$ cat src/rtl/mem_ctrl8x8.sv
// Request/response sequencer for the memory8x8 array: setup, strobe and hold phases per access.
// Define MEM_CTRL_INIT_EN to compile in the power-up fill of INIT_VALUE into all eight words.
module mem_ctrl8x8 #(
  parameter int         STROBE_CYCLES = 1,
  parameter logic [7:0] INIT_VALUE    = 8'h00
) (
  input  logic       clk,
  input  logic       rst_n,
  input  logic       req_valid,
  output logic       req_ready,
  input  logic       req_rw,
  input  logic [2:0] req_addr,
  input  logic [7:0] req_wdata,
  output logic       rsp_valid,
  output logic [7:0] rsp_rdata,
  output logic       init_done,
  output logic [2:0] mem_address,
  output logic [7:0] mem_data_in,
  output logic       mem_select,
  output logic       mem_rw,
  input  logic [7:0] mem_data_out
);

`ifdef MEM_CTRL_INIT_EN
  typedef enum logic [2:0] {
    IDLE, SETUP, STROBE, HOLD, INIT_SETUP, INIT_STROBE, INIT_HOLD
  } state_e;
  localparam state_e RESET_STATE = INIT_SETUP;
  logic init_done_q;
`else
  typedef enum logic [1:0] {IDLE, SETUP, STROBE, HOLD} state_e;
  localparam state_e RESET_STATE = IDLE;
  wire unused_init_value = ^INIT_VALUE;
`endif

  localparam logic [1:0] LAST_STROBE = 2'(STROBE_CYCLES - 1);

  state_e     state_q;
  logic [1:0] cnt_q;
  logic [2:0] addr_q;
  logic [7:0] wdata_q;
  logic       rw_q;
  logic       select_q;
  logic       rsp_valid_q;
  logic [7:0] rdata_q;
  logic       accept;

`ifdef MEM_CTRL_INIT_EN
  assign init_done = init_done_q;
`else
  assign init_done = 1'b1;
`endif

  assign req_ready   = (state_q == IDLE) && init_done;
  assign accept      = req_valid && req_ready;
  assign rsp_valid   = rsp_valid_q;
  assign rsp_rdata   = rdata_q;
  assign mem_address = addr_q;
  assign mem_data_in = wdata_q;
  assign mem_select  = select_q;
  assign mem_rw      = rw_q;

  // Address, rw and data only move on edges where select is low on both sides.
  always_ff @(posedge clk) begin
    if (!rst_n) begin
      state_q     <= RESET_STATE;
      cnt_q       <= 2'd0;
      addr_q      <= 3'd0;
      wdata_q     <= 8'd0;
      rw_q        <= 1'b1;
      select_q    <= 1'b0;
      rsp_valid_q <= 1'b0;
      rdata_q     <= 8'd0;
`ifdef MEM_CTRL_INIT_EN
      init_done_q <= 1'b0;
`endif
    end else begin
      rsp_valid_q <= 1'b0;
      case (state_q)
        IDLE: begin
          if (accept) begin
            addr_q  <= req_addr;
            rw_q    <= req_rw;
            wdata_q <= req_wdata;
            state_q <= SETUP;
          end
        end
        SETUP: begin
          select_q <= 1'b1;
          cnt_q    <= 2'd0;
          state_q  <= STROBE;
        end
        STROBE: begin
          if (cnt_q == LAST_STROBE) begin
            select_q <= 1'b0;
            if (rw_q) begin
              rdata_q     <= mem_data_out;
              rsp_valid_q <= 1'b1;
            end
            state_q <= HOLD;
          end else begin
            cnt_q <= cnt_q + 2'd1;
          end
        end
        HOLD: begin
          rw_q    <= 1'b1;
          state_q <= IDLE;
        end
`ifdef MEM_CTRL_INIT_EN
        // The first INIT_SETUP cycle stands in for the IDLE/accept cycle of a normal write.
        INIT_SETUP: begin
          if (cnt_q == 2'd0) begin
            wdata_q <= INIT_VALUE;
            rw_q    <= 1'b0;
            cnt_q   <= 2'd1;
          end else begin
            select_q <= 1'b1;
            cnt_q    <= 2'd0;
            state_q  <= INIT_STROBE;
          end
        end
        INIT_STROBE: begin
          if (cnt_q == LAST_STROBE) begin
            select_q <= 1'b0;
            state_q  <= INIT_HOLD;
          end else begin
            cnt_q <= cnt_q + 2'd1;
          end
        end
        INIT_HOLD: begin
          if (addr_q == 3'd7) begin
            init_done_q <= 1'b1;
            rw_q        <= 1'b1;
            state_q     <= IDLE;
          end else begin
            addr_q  <= addr_q + 3'd1;
            cnt_q   <= 2'd0;
            state_q <= INIT_SETUP;
          end
        end
`endif
        default: state_q <= IDLE;
      endcase
    end
  end

endmodule

$ cat config.mk
export PLATFORM = sky130hd
export DESIGN_NAME = mem_ctrl8x8
export DESIGN_NICKNAME = d
export VERILOG_FILES = /design/src/rtl/mem_ctrl8x8.sv
export SDC_FILE = /design/constraint.sdc
export NUM_CORES = 1
export LEC_CHECK = 0
export ABC_AREA = 1
export CORE_MARGIN = 1.5
export CORE_UTILIZATION = 35
export DETAILED_ROUTE_END_ITERATION = 10
export PLACE_DENSITY = 0.68
export SYNTH_ARGS = -nofsm -noshare
export SYNTH_HDL_FRONTEND = slang
export SYNTH_SLANG_ARGS = --single-unit
export TNS_END_PERCENT = 20
$ cat constraint.sdc
create_clock -name clk -period 1.6 [get_ports clk]
set_clock_uncertainty 0.1 [all_clocks]
set_input_delay 0.32 -clock clk [delete_from_list [all_inputs] [get_ports clk]]
set_output_delay 0.32 -clock clk [all_outputs]
set_load 0.005 [all_outputs]
# Word-level counts from Yosys, hierarchy flattened
# Cells that the tools add are included.
[op_classes] n_eq_ne=6 add_sub_neg=1 mux=10 reduce_logical=12
[op_table] op="AND reduction 2 bit" n=5
[op_table] op="one-hot mux 2 bit (4 select lines)" n=1
[op_table] op="two-way mux 2 bit" n=3
[op_table] op="AND reduction 3 bit" n=2
[op_table] op="equality test 2 bit, second input constant" n=2
[op_table] op="logical NOT 2 bit" n=2
[op_table] op="inequality test 2 bit, second input constant" n=2
[op_table] op="one-hot mux 1 bit (2 select lines)" n=2
[op_table] op="one-hot mux 2 bit (2 select lines)" n=1
[op_table] op="nonzero test 2 bit" n=2
[op_table] op="two-way mux 1 bit" n=3
[op_table] op="adder 2 x 1 -> 2 bit, second input constant" n=1
[op_table] op="equality test 2 x 1 -> 1 bit, second input constant" n=1
[op_table] op="inequality test 2 x 1 -> 1 bit, second input constant" n=1
[op_table] op="logical AND 1 bit" n=1
[totals] in_bits=23 reg_bits=26 out_inout_bits=24

# Longest topological paths before layout
# Gate-level depths: netlist (run 1).
[logic_depth] ltp_word=4 mapped_depth=8 mapped_depth_nobuf=8

# Worst setup path before layout (run 1)
# OpenSTA, ideal clock, no wires.
[synth_path] path_kind="register to register" startpoint="reg state_q[0]" endpoint="reg addr_q[2] (netlist: mem_address[2])" setup_slack_ps=309 path_stages_with_launch=8 synth_period_minus_slack_ps=1291 setup_time_ps=116 arrival_ps=1075 path_cell_list="dfxtp_1 inv_1 ha_1 nand2_2 inv_2 buf_6 nor2_1 nor2_1"
[synth_via] elab_chain_cells=3
[synth_lines] item="start: declaration" line="38" source="state_e state_q;"
[synth_lines] item="start signal: assignment" line="66" source="state_q <= RESET_STATE;"
[synth_lines] item="start signal: assignment" line="85" source="state_q <= SETUP;"
[synth_lines] item="start signal: assignment" line="91" source="state_q <= STROBE;"
[synth_lines] item="logical NOT 2 bit *" line="54" source="assign req_ready = (state_q == IDLE) && init_done;"
[synth_lines] item="via req_ready" line="10" source="output logic req_ready,"
[synth_lines] item="logical AND 1 bit" line="55" source="assign accept = req_valid && req_ready;"
[synth_lines] item="AND reduction 2 bit (no line) *"
[synth_lines] item="end signal: assignment" line="82" source="addr_q <= req_addr;"
[synth_lines] item="end: declaration" line="40" source="logic [2:0] addr_q;"
# Mark *: on every way through the listed nets, which the timed path passes. The rest lies on a longest branch.
# A chain may end at the register's enable or synchronous reset.

# Worst setup path in the final report (run 1)
[layout_path] startpoint="reg state_q[0]" endpoint="out req_ready"
[layout_via] elab_chain_cells=1
[layout_lines] item="logical NOT 2 bit" line="54"
[layout_lines] item="end: declaration" line="10"
# Every way passes these cells.

==> results of run 1 <==
==> metrics by stage <==
| stage | cells | instance area [sq um] |
|---|---|---|
| 4_1_cts | 238 | 1700 |
| 3_5_place_dp | 230 | 1610 |
| 2_1_floorplan | 143 | 1130 |
| 6_report | 239 | 1760 |
| 5_1_grt | 239 | 1760 |
| 3_3_place_gp | 230 | 1610 |
==> state kept, by name, summed over array words and instances (netlist names) <==
signal       cells
cnt_q            2
mem_address      3
mem_data_in      8
mem_rw           1
mem_select       1
rsp_rdata        8
rsp_valid        1
state_q          2
==> final timing paths <==
| kind | startpoint | to | slack (ns) | cells after the start |
|---|---|---|---|---|
| hold reg to reg | rsp_rdata[2] | rsp_rdata[2] | 0.37 | 2 |
| setup / recovery | state_q[0] | req_ready | 0.06 | 3 |
| hold / removal | rsp_rdata[2] | rsp_rdata[2] | 0.37 | 2 |
| setup reg to reg | state_q[0] | mem_rw | 0.24 | 7 |
==> critical path: stages (launching register included) <==
cell,delay [ns]
dfxtp_2,0.37
inv_2,0.06
ha_4,0.16
clkdlybuf4s15_2,0.20
==> cells in the mapped netlist (all sizes together) <==
library cell	instances
a21boi	1
a21oi	12
buf	8
conb	1
dfxtp	26
ha	7
inv	11
nand2	23
nand3	3
nand3b	1
nand4	8
nor2	29
o21ai	13
==> where the power goes <==
part           switching (mW)  internal [mW]
clock                   0.190          0.139
sequential             0.0893          0.873
combinational           0.728          0.679
total                    1.01           1.69
==> cell type report <==
cell class | count | share of cell area [%]
clock buffers | 4 | 2.06
repair buffers | 56 | 31.9
inverters | 11 | 2.34
multi-input cells | 98 | 29.4
flip-flops and latches | 26 | 31.1
well taps | 44 | 3.12
==> layer usage <==
metal,global-route usage [%],vias up,share of wire (%)
met2,30.0,47,48
met4,5.40,0,1.0
met3,3.03,3,7.2
met1,16.3,469,43
li1,-,563,-
met5,0,-,0
==> timing repair <==
action	CTS	global route
endpoints found under the setup margin	23	17
buffers inserted	4	1
gates resized for setup	35	17
endpoints found under the hold margin	0	0
==> kinds of logic (layout without fill, tap and decap cells) <==
family | Yosys count | count (layout) | synth area share [%]
buffers and inverters | 19 | 71 | 9.32
adders and majority gates | 7 | 7 | 7.77
and+or+nand+nor | 64 | 64 | 24.6
DFF | 26 | 26 | 46.2
AOI/OAI and AO/OA | 26 | 26 | 11.8
other | 1 | 1 | 0.333
==> results.md, run 1 <==
* Outcome: finished clean
* Final worst-path cycle share at slightly below 100%
* Leak Pwr at approximately 0.98 nW
* Synth cell types at 20
* Yosys warns at 0
* Average instance area after synthesis at 7.88 sq um
* Min-delay worst type: flop to flop
* Die area at 3570 sq um
* Layout cells sized above 1 at a little under a quarter
* FILL cells at 302
* Max-Cap Viols at 0
* Setup TNS at 0 ns
* Remaining global-route overflow at 0
* Final WS setup at 0.0613 ns
* Max FO, Critical Path at 3
* Post-synth top area share at a little under half
* Yosys reg bits at 26
* Post-cts hold buffer count at 0
* Ports at 47
* 1st-pass router iterations at 4
* Setup-failing EPs final at 0
* Worst-path clk slew at 0.14 ns
* Clk sinks at 26
* Synthesized Nets at about 170
* Pre-CTS setup slack at 0.0227 ns
* Most common cell after layout, fill and taps aside: nor2_1
* Total Power at about 2.7 mW
* Chip width at 59.8 um
* First-pass GRT wire length at 4310 um
* Final net count at about 230
* Post-Syn Area at 1130 sq um
* Starting Density at a little under two fifths
* Multi-input logic area at between 500 and 600 sq um
* WP data arrival at 1.12 ns
* Cell Rows at 20
* Per-cell routed wire length at 11.2 um
* Total GRT Usage at 15.5%
* Die height at roughly 60 um
* DRC at 0
* Initial antenna violation count at 0
* Max Buffers Root-to-Sink at 2
* Pwr/cell area at about 1500 nW/um^2
* GP Congestion at between 0.7 and 0.8
* Antenna cells at 0
* Clock Latency Late Sink at 0.32 ns
* Sequential element share of the synthesized area at 46.2%
* Max VDD drop at slightly above 0.6 mV
* Post-DP HPWL at around 2000 um
* Register area at 549 sq um
* DRT iter0 DRCs at 23
* Most frequent cells in the layout: nor2_1, dfxtp_2, nand2_1, clkdlybuf4s50_1, dlymetal6s2s_1
* Inserted Clock Buffers at 3
* Slew Viols, Final at 0
* Port bufs at 45
* Hold_ws at 0.370 ns
* Critical path class: flop to output pin
* Post-Synthesis Cells at 143
* Core Region at between 3000 and 4000 sq um
* Clock period minus worst slack at 1.54 ns
* Ranking of synthesized cells by area: dfxtp_1, nor2_1, ha_1, nand2_1, a21oi_1
* Max Clk Rate at 650 MHz
* Routed vias at ~1,100
* P&R area growth vs syn at 56.5%
* Critical path endpoint category: output pin
* Largest net degree at the start of global routing at 16
* Vias/cell at about 4.5
* Final hold viol count at 0
* H-tree depth at 1
* Top cell type by total area after synthesis: dfxtp_1
* Drt total wl at 2670 um
* CTS root buffer: clkbuf_4
* Vias in the first global route at 1,051
* Critical Path RT at 1.18 ns
* Antenna viol nets, final at 0
* CP Launch Type: flop
* CTS tree: done
* Layout Utilization at 57.8%
(Power assumes the default switching activity.)
==> inputs of run 2 (changes only) <==
Settings changed: CORE_UTILIZATION 35 to 40, PLACE_DENSITY 0.68 to 0.76.
==> results.md, run 2 (same netlist as run 1, synthesis figures left out) <==
* Hold path endpoint: rsp_rdata[3] (was rsp_rdata[2])
* Inserted Clock Buffers at 3 (unchanged)
* Initial antenna violation count at 0 (unchanged)
* H-tree depth at 1 (unchanged)
* WP data arrival at 1.05 ns (was 1.12 ns)
* Min-delay worst type: flop to flop (unchanged)
* Per-cell routed wire length at 11.8 um (was 11.2 um)
* Slew Viols, Final at 0 (unchanged)
* Die height at 56.1 um (was 59.8 um)
* Starting Density at 41.6% (was 36.9%)
* Slowest stage cell, crit path: dfxtp_2 (unchanged)
* Final net count at 224 (was 226)
* Port bufs at 45 (unchanged)
* Reg2reg end: mem_rw (unchanged)
* Leak Pwr at 0.915 nW (was 0.985 nW)
* Clk sinks at 26 (unchanged)
* Max VDD drop at 1.08 mV (was 0.614 mV)
* FILL cells at 243 (was 302)
* Layout cells sized above 1 at 22.3% (was 23.1%)
* Core Region at 2710 sq um (was 3050 sq um)
* DRC at 0 (unchanged)
* Ports at 47 (unchanged)
* Total GRT Usage at 17.0% (was 15.5%)
* DRT iter0 DRCs at 27 (was 23)
* Max-Cap Viols at 0 (unchanged)
* Vias in the first global route at 1,059 (was 1,051)
* Critical path endpoint category: output pin (unchanged)
* Hold path cells at 2 (unchanged)
* CP Buf/Inv Count at 2 (unchanged)
* Clock Latency Late Sink at 0.32 ns (about the same)
* CP Launch Type: flop (unchanged)
* CTS tree: done (unchanged)
* Largest net degree at the start of global routing at 16 (unchanged)
* P&R area growth vs syn at 52.1% (was 56.5%)
* Most common cell after layout, fill and taps aside: nor2_1 (unchanged)
* Remaining global-route overflow at 0 (unchanged)
* Max Clk Rate at 679 MHz (was 650 MHz)
* R2r setup slk at 0.21 ns (was 0.24 ns)
* Critical path class: flop to output pin (unchanged)
* GP Congestion at 0.784 (was 0.757)
* Hold_ws at 0.376 ns (was 0.370 ns)
* Antenna cells at 0 (unchanged)
* Pre-CTS setup slack at 0.0159 ns (was 0.0227 ns)
* Hold_sp: rsp_rdata[3] (was rsp_rdata[2])
* Max FO, Critical Path at 2 (was 3)
* Pwr/cell area at 1610 nW/um^2 (was 1530 nW/um^2)
* Outcome: finished clean (unchanged)
* Vias/cell at 4.96 (was 4.53)
* Die area at 3150 sq um (was 3570 sq um)
* Worst path max stage delay at 0.35 ns (was 0.37 ns)
* Max Buffers Root-to-Sink at 2 (unchanged)
* Drt total wl at 2640 um (was 2670 um)
* Final WS setup at 0.128 ns (was 0.0613 ns)
* Chip width at 56.1 um (was 59.8 um)
* Setup TNS at 0 ns (unchanged)
* Start of the worst register-to-register path: state_q[1] (was state_q[0])
* Critical Path RT at 1.18 ns (about the same)
* First-pass GRT wire length at 4350 um (was 4310 um)
* Routed vias at 1,110 (was 1,082)
* Clock period minus worst slack at 1.47 ns (was 1.54 ns)
* Final worst-path cycle share at 92.0% (was 96.2%)
* Worst-path clk slew at 0.15 ns (was 0.14 ns)
* CP startpoint: state_q[1] (was state_q[0])
* Antenna viol nets, final at 0 (unchanged)
* Register-to-Register Path Depth at 7 (unchanged)
* 1st-pass router iterations at 4 (unchanged)
* Most frequent cells in the layout: nor2_1, dfxtp_2, nand2_1, clkdlybuf4s50_1 (was nor2_1, dfxtp_2, nand2_1, clkdlybuf4s50_1, dlymetal6s2s_1)
* Setup-failing EPs final at 0 (unchanged)
* Cell Rows at 19 (was 20)
* RSZ-0062 raised after global routing: no
* CP Cell Sequence: inv_1 > ha_2 > clkbuf_2 (was inv_2 > ha_4 > clkdlybuf4s15_2)
* Final hold viol count at 0 (unchanged)
* CP top delay family: flip-flops (unchanged)
* Post-DP HPWL at 1980 um (was 1990 um)
* CTS root buffer: clkbuf_4 (unchanged)
* Post-cts hold buffer count at 0 (unchanged)
[run 2: cell types whose count changed in the layout (fill, tap and decap cells not counted), sizes merged]
cell / previous run / this run
clkdlybuf4s15: 1 / 0
dlygate4sd2: 7 / 12
bufinv: 0 / 1
buf: 11 / 9
dlymetal6s2s: 15 / 10
[run 2: cell type report]
cell class | instances | area (sq um) | area share, %
flip-flops and latches | 26 | 549 | 32.0
well taps | 31 | 38.8 | 2.26
multi-input cells | 98 | 509 | 29.7
inverters | 11 | 41.3 | 2.41
clock inverters | 1 | 30.0 | 1.75
repair buffers | 54 | 523 | 30.5
clock buffers | 3 | 22.5 | 1.31
[run 2: worst max-delay path by stage]
stage	end	slack, ns	cells after the start
CTS	rsp_rdata[6]	0.0001	1
finish	req_ready	0.13	3
detailed placement	mem_rw	0.02	7
global placement	req_ready	0.08	3
global route	mem_rw	0.09	7
floorplan	mem_address[2]	0.31	7
[run 2: through the flow]
step                utilization [%]  total power, mW  instance area (sq um)  instances
floorplan                         -             1.79                   1130        143
global placement               59.5             2.28                   1610        219
detailed placement             59.5             2.33                   1610        219
CTS                            62.3             2.79                   1690        224
global route                   63.3             2.98                   1710        224
finish                         63.3             2.75                   1710        224
[run 2: worst reg2reg max path: stages (launching register included)]
cell and delay (ns):
dfxtp_2 0.35, inv_1 0.07, ha_2 0.19, buf_4 0.14
nand2_4 0.09, inv_2 0.19, o21ai_0 0.13, nand3_1 0.08
[run 2: timing repair]
item / in CTS / in global routing
endpoints found under the setup margin: 23 / 12
buffers inserted: 1 / 0
pin swaps: 1 / 1
resized for setup: 39 / 12
[run 2: power breakdown]
part           total [mW]  switching (mW)  leakage [nW]  internal [mW]
combinational        1.34           0.718         0.666          0.618
sequential          0.961          0.0890         0.222          0.872
clock               0.456           0.203        0.0279          0.253
[run 2: layer usage]
metal / track usage (%) / part of all wire [%] / vias up
li1: - / - / 559
met4: 6.12 / 1.0 / 0
met2: 30.6 / 47 / 46
met1: 19.4 / 43 / 501
met3: 4.19 / 8.7 / 4
met5: 0 / 0 / -
